==> src/rtl/axi_pkg.sv <==
// Shared AXI encodings and the burst-master state type.
package axi_pkg;

  localparam logic [1:0] BURST_FIXED = 2'b00;
  localparam logic [1:0] BURST_INCR  = 2'b01;
  localparam logic [1:0] BURST_WRAP  = 2'b10;

  localparam logic [1:0] RESP_OKAY   = 2'b00;
  localparam logic [1:0] RESP_EXOKAY = 2'b01;
  localparam logic [1:0] RESP_SLVERR = 2'b10;
  localparam logic [1:0] RESP_DECERR = 2'b11;

  localparam int BEAT_W = 8;

  typedef enum logic [2:0] {
    ST_IDLE  = 3'd0,
    ST_RADDR = 3'd1,
    ST_RDATA = 3'd2,
    ST_WADDR = 3'd3,
    ST_WDATA = 3'd4,
    ST_WRESP = 3'd5
  } mst_state_e;

endpackage

==> src/rtl/axi_beat_counter.sv <==
// Beat counter shared by the R and W data phases; is_last flags the final beat.
module axi_beat_counter
  import axi_pkg::*;
(
  input  logic              clock,
  input  logic              reset,
  input  logic              clear,
  input  logic              incr,
  input  logic [BEAT_W-1:0] len,
  output logic [BEAT_W-1:0] count,
  output logic              is_last
);

  always_ff @(posedge clock or negedge reset) begin
    if (!reset) begin
      count <= '0;
    end else if (clear) begin
      count <= '0;
    end else if (incr) begin
      count <= count + 1'b1;
    end
  end

  assign is_last = (count == len);

endmodule

==> src/rtl/axi_burst_master.sv <==
// AXI-style burst initiator: one read or write burst at a time, done/err on completion.
module axi_burst_master
  import axi_pkg::*;
#(
  parameter int ADDR_W = 64,
  parameter int DATA_W = 64
) (
  input  logic                clock,
  input  logic                reset,
  input  logic                req_valid,
  output logic                req_ready,
  input  logic                req_write,
  input  logic [ADDR_W-1:0]   req_addr,
  input  logic [7:0]          req_len,
  input  logic [2:0]          req_size,
  input  logic                usr_wvalid,
  output logic                usr_wready,
  input  logic [DATA_W-1:0]   usr_wdata,
  input  logic [DATA_W/8-1:0] usr_wstrb,
  output logic                usr_rvalid,
  input  logic                usr_rready,
  output logic [DATA_W-1:0]   usr_rdata,
  output logic                usr_rlast,
  output logic                done,
  output logic                err,
  output logic                io_Sram_ar_valid,
  input  logic                io_Sram_ar_ready,
  output logic [ADDR_W-1:0]   io_Sram_ar_bits_addr,
  output logic [7:0]          io_ar_len,
  output logic [2:0]          io_ar_size,
  output logic [1:0]          io_ar_burst,
  input  logic                io_Sram_r_valid,
  output logic                io_Sram_r_ready,
  input  logic [DATA_W-1:0]   io_Sram_r_bits_data,
  input  logic [1:0]          io_Sram_r_rresp,
  input  logic                io_Sram_r_bits_last,
  output logic                io_Sram_aw_valid,
  input  logic                io_Sram_aw_ready,
  output logic [ADDR_W-1:0]   io_Sram_aw_bits_addr,
  output logic [7:0]          io_aw_len,
  output logic [2:0]          io_aw_size,
  output logic [1:0]          io_aw_burst,
  output logic                io_Sram_w_valid,
  input  logic                io_Sram_w_ready,
  output logic [DATA_W-1:0]   io_Sram_w_bits_data,
  output logic [DATA_W/8-1:0] io_Sram_w_bits_strb,
  output logic                io_Sram_w_bits_last,
  input  logic                io_b_valid,
  output logic                io_b_ready,
  input  logic [1:0]          io_b_bresp,
  output logic [2:0]          dbg_state,
  output logic [7:0]          dbg_beat
);

  mst_state_e state, state_nx;

  logic [ADDR_W-1:0] lat_addr;
  logic [7:0]        lat_len;
  logic [2:0]        lat_size;
  logic              err_acc;
  logic              done_q;
  logic              err_q;

  logic [7:0] beat_cnt;
  logic       is_last;

  // A transfer happens on any cycle where valid and ready are both high;
  // valid never waits on ready, and payload is held stable while valid is up.
  logic accept, r_hs, w_hs, b_hs, r_beat_err, b_err, final_hs, acc_next;

  assign accept     = (state == ST_IDLE)  && req_valid;
  assign r_hs       = (state == ST_RDATA) && io_Sram_r_valid && usr_rready;
  assign w_hs       = (state == ST_WDATA) && usr_wvalid && io_Sram_w_ready;
  assign b_hs       = (state == ST_WRESP) && io_b_valid;
  assign r_beat_err = (io_Sram_r_rresp != RESP_OKAY) || (io_Sram_r_bits_last != is_last);
  assign b_err      = (io_b_bresp != RESP_OKAY);
  assign final_hs   = (r_hs && is_last) || b_hs;
  assign acc_next   = err_acc || (r_hs && r_beat_err) || (b_hs && b_err);

  // The counter holds at len on the final beat so len=255 never wraps.
  axi_beat_counter u_beat_counter (
    .clock   (clock),
    .reset   (reset),
    .clear   (accept),
    .incr    ((r_hs || w_hs) && !is_last),
    .len     (lat_len),
    .count   (beat_cnt),
    .is_last (is_last)
  );

  always_ff @(posedge clock or negedge reset) begin
    if (!reset) begin
      state <= ST_IDLE;
    end else begin
      state <= state_nx;
    end
  end

  always_comb begin
    state_nx = state;
    case (state)
      ST_IDLE:  if (req_valid) state_nx = req_write ? ST_WADDR : ST_RADDR;
      ST_RADDR: if (io_Sram_ar_ready) state_nx = ST_RDATA;
      ST_RDATA: if (r_hs && is_last) state_nx = ST_IDLE;
      ST_WADDR: if (io_Sram_aw_ready) state_nx = ST_WDATA;
      ST_WDATA: if (w_hs && is_last) state_nx = ST_WRESP;
      ST_WRESP: if (io_b_valid) state_nx = ST_IDLE;
      default:  state_nx = ST_IDLE;
    endcase
  end

  always_ff @(posedge clock or negedge reset) begin
    if (!reset) begin
      lat_addr <= '0;
      lat_len  <= '0;
      lat_size <= '0;
      err_acc  <= 1'b0;
      done_q   <= 1'b0;
      err_q    <= 1'b0;
    end else begin
      if (accept) begin
        lat_addr <= req_addr;
        lat_len  <= req_len;
        lat_size <= req_size;
        err_acc  <= 1'b0;
      end else begin
        err_acc  <= acc_next;
      end
      done_q <= final_hs;
      err_q  <= final_hs && acc_next;
    end
  end

  always_comb begin
    req_ready           = 1'b0;
    usr_wready          = 1'b0;
    usr_rvalid          = 1'b0;
    usr_rdata           = '0;
    usr_rlast           = 1'b0;
    io_Sram_ar_valid    = 1'b0;
    io_Sram_r_ready     = 1'b0;
    io_Sram_aw_valid    = 1'b0;
    io_Sram_w_valid     = 1'b0;
    io_Sram_w_bits_data = '0;
    io_Sram_w_bits_strb = '0;
    io_Sram_w_bits_last = 1'b0;
    io_b_ready          = 1'b0;
    case (state)
      ST_IDLE:  req_ready = reset;
      ST_RADDR: io_Sram_ar_valid = 1'b1;
      ST_RDATA: begin
        usr_rvalid      = io_Sram_r_valid;
        io_Sram_r_ready = usr_rready;
        usr_rdata       = io_Sram_r_bits_data;
        usr_rlast       = is_last;
      end
      ST_WADDR: io_Sram_aw_valid = 1'b1;
      ST_WDATA: begin
        io_Sram_w_valid     = usr_wvalid;
        usr_wready          = io_Sram_w_ready;
        io_Sram_w_bits_data = usr_wdata;
        io_Sram_w_bits_strb = usr_wstrb;
        io_Sram_w_bits_last = is_last;
      end
      ST_WRESP: io_b_ready = 1'b1;
      default: ;
    endcase
  end

  assign io_Sram_ar_bits_addr = lat_addr;
  assign io_ar_len            = lat_len;
  assign io_ar_size           = lat_size;
  assign io_ar_burst          = BURST_INCR;
  assign io_Sram_aw_bits_addr = lat_addr;
  assign io_aw_len            = lat_len;
  assign io_aw_size           = lat_size;
  assign io_aw_burst          = BURST_INCR;

  assign done      = done_q;
  assign err       = err_q;
  assign dbg_state = state;
  assign dbg_beat  = beat_cnt;

endmodule
==> config.mk <==
export PLATFORM = sky130hd
export DESIGN_NAME = axi_burst_master
export DESIGN_NICKNAME = d
export VERILOG_FILES = /design/src/rtl/axi_pkg.sv /design/src/rtl/axi_beat_counter.sv /design/src/rtl/axi_burst_master.sv
export SDC_FILE = /design/constraint.sdc
export NUM_CORES = 1
export LEC_CHECK = 0
export BUFFER_PORTS_ARGS = -buffer_cell sky130_fd_sc_hd__buf_2
export CORE_AREA = 2 2 211 213
export CTS_BUF_LIST = sky130_fd_sc_hd__clkbuf_8 sky130_fd_sc_hd__clkbuf_16
export CTS_CLUSTER_DIAMETER = 150
export CTS_CLUSTER_SIZE = 20
export DETAILED_ROUTE_END_ITERATION = 16
export DIE_AREA = 0 0 213 215
export MAX_ROUTING_LAYER = met4
export PLACE_DENSITY_LB_ADDON = 0.15
export SETUP_SLACK_MARGIN = 0.3
export SYNTH_ARGS = -nofsm -noshare
export SYNTH_HDL_FRONTEND = slang
export SYNTH_SLANG_ARGS = --single-unit
==> constraint.sdc <==
create_clock -name clock -period 3.82 [get_ports clock]
set_input_delay 0.764 -clock clock [delete_from_list [all_inputs] [get_ports clock]]
set_output_delay 0.764 -clock clock [all_outputs]
set_load 0.01 [all_outputs]
==> results_dict.tcl <==
set metrics [dict create \
    drv_slew 0 \
    setup_tns_ns 0 \
    clk_latency_ns 0.36 \
    ir_worst_vdd_uv 245 \
    htreeDepth 3 \
    r2r_slack_ns 1.35 \
    synth_cell_types 41 \
    leakage_nw 5.06 \
    max_freq_ghz 0.357 \
    crit_path_start_kind "flop" \
    antenna_found_initial 8 \
    ant_nets 0 \
    start_util 0.121 \
    synthCells 655 \
    cts-resized-gates 0 \
    cts_hold_buf 0 \
    grtUsageMet3 0.0338 \
    cp.arrival_ns 2.04 \
    wl_per_cell_um 16.6 \
    die_h_um 215 \
    portBuffers 535 \
    finalHoldViolCount 0 \
    n_fill_cell 5095 \
    grt_pass1_wl_um 38000 \
    rows 77 \
    drt_iter0_markers 217 \
    die_w_um 213 \
    r2r-start "dbg_state[0]" \
    place_inst 1677 \
    gr-total-overflow 0 \
    fin_crit_ns 2.80 \
    min_period_over_period 0.733 \
    yosysWarnings 0 \
    synth.top_cell.area_share 0.421 \
    cp.required_ns 3.06 \
    grt_max_degree 84 \
    critPathCapture "io_Sram_w_bits_strb[6]" \
    grt.total_usage 0.120 \
    clk_pin_slew_ns 0.07 \
    p_per_area_nw_per_um2 717 \
    ys_async_sr_fraction 1.00 \
    dp_hpwl_um 23300 \
    final_nets 1324 \
    cts_buffers 9 \
    synth-edff-count 0 \
    grt.busiest_layer "met2" \
    rsz0062_at_grt "no" \
    final_layout_size_suffix_gt1_frac 0.513 \
    r2r_cells 6 \
    fp.dieArea_um2 45800 \
    crit_path_start "dbg_state[0]" \
    grtUsageMet1 0.123 \
    synth.cell_area_um2 5290 \
    hold_path.class "input pin to async pin" \
    max-cap-violations 0 \
    synth-seq-cells 89 \
    tightest_slew_ns 1.03 \
    clock_skew_ns 0.00783 \
    yosys-top-cells-area "dfrtp_1, and2_1, nand2_1" \
    gp_congestion 0.777 \
    remaining_drc_errors 0 \
    synth_top_cell_by_area "dfrtp_1" \
    instances_no_fill 1696 \
    ys.flop_type "dfrtp_1" \
    drt-total-wl_um 28200 \
    viasPerCell 3.44 \
    r2r_end "u_beat_counter.count[7]" \
    met2_usage 0.219 \
    syn_avg_cell_area_um2 8.08 \
    cp-end-kind "output port" \
    ioPinCount 540 \
    vias 5827 \
    final_util 0.193 \
    cts.sinks 89 \
    setup_viol_count_final 0 \
    worst-setup-path-type "flop to output port" \
    dr.pass1.iters 4 \
    grt_pass1_vias 5510 \
    core_region_area_um2 43600 \
    yosysSeqAreaShare 0.421 \
    clock_tree.root_cell "clkbuf_16" \
    cts.path.max_buffers 2 \
    maxSlewHeadroom 0.316 \
    status "complete, no violations" \
    syn2layout_area_growth_pct 59.5 \
    cts_tree "yes" \
    post_cts_buffers 0 \
    crit_fanout 62 \
]
[stage by stage]
stage,setup WS [ns],area (um2),total power [mW],hold WS [ns]
floorplan,1.57,5300,3.87,0.468
global route,0.838,8430,6.56,0.274
finish,1.02,8440,6.04,0.280
CTS,0.970,8430,6.22,0.265
detailed placement,1.31,8080,5.10,0.485
global placement,1.39,8080,5.09,0.478
[registers in the layout (all words and copies together), names as in the netlist]
name,flops
io_ar_len,8
u_beat_counter.count,8
err,1
done,1
err_acc,1
io_ar_size,3
dbg_state,3
io_Sram_ar_bits_addr,64
[Yosys cell counts (2+ instances only)]
| master | number |
|---|---|
| a21oi_1 | 3 |
| and2_1 | 145 |
| and3_1 | 4 |
| and4_1 | 2 |
| buf_1 | 3 |
| buf_4 | 79 |
| clkbuf_1 | 31 |
| conb_1 | 2 |
| dfrtp_1 | 89 |
| inv_1 | 3 |
| mux2i_1 | 6 |
| nand2_1 | 237 |
| nand2b_1 | 2 |
| nand3_1 | 2 |
| nand4_1 | 4 |
| nor2_1 | 4 |
| nor2b_1 | 2 |
| nor4b_1 | 2 |
| o211ai_1 | 2 |
| o21ai_0 | 3 |
| or3_1 | 2 |
| xnor2_1 | 9 |
[worst min-delay path by stage]
stage	from	end	slack, ns	cells past startpoint
floorplan	reset	dbg_state[0]	0.47	0
global placement	io_Sram_ar_bits_addr[29]	io_Sram_ar_bits_addr[29]	0.48	2
detailed placement	io_Sram_ar_bits_addr[50]	io_Sram_ar_bits_addr[50]	0.49	2
CTS	reset	io_Sram_ar_bits_addr[54]	0.27	1
global route	reset	io_ar_len[7]	0.27	1
finish	reset	io_ar_len[7]	0.28	1
[logic make-up after synthesis]
logic type,count (synthesis),synth area share
and+or+nand+nor,415,0.384
buffers and inverters,116,0.138
DFF,89,0.421
AOI/OAI and AO/OA,16,0.0246
xor gates and xnor gates,9,0.0149
muxes,7,0.0135
other,2,0.00142
adders and majority gates,1,0.00236
[report_power, final]
part           leakage, nW  internal, mW  switching (mW)
Combinational         3.76          1.33            1.87
Sequential            1.12          1.35           0.431
Clock                0.172         0.655           0.413
Total                 5.06          3.33            2.71
[metal layers]
metal	up-vias	share of wire
li1	2812	-
met5	-	0
met4	0	0.017
met3	26	0.078
met2	300	0.53
met1	2689	0.38
[critical path, cell delays in order (launching register included)]
cell,delay [ns]
dfrtp_1,0.58
nor3b_4,0.26
buf_4,0.44
and2_1,0.24
buf_2,0.14
[placed cells by master, fill, tap and decap left out, drive strengths merged, types with 2 or more instances in the layout]
cell type	count
nor2b	2
and2	145
and4	2
nand3	2
mux2i	6
a21oi	3
conb	4
xnor2	9
bufinv	3
or3	2
nand2	237
diode	3
o211ai	3
nand2b	2
o21ai	3
nor3b	2
clkinv	3
clkbuf	10
nor2	4
inv	3
dfrtp	89
and3	4
nor4b	2
nand4	4
a32o	2
buf	541
[cell type report]
type,count,area (um2),share of cell area
diodes,3,7.51,0.000890
clock buffers,10,239,0.0283
clock inverters,6,105,0.0125
inverters,3,11.3,0.00133
multi-input cells,452,2350,0.279
flip-flops and latches,89,2230,0.264
well taps,592,741,0.0878
repair buffers,541,2750,0.326
Note: power is estimated with default switching activity, not from simulation.
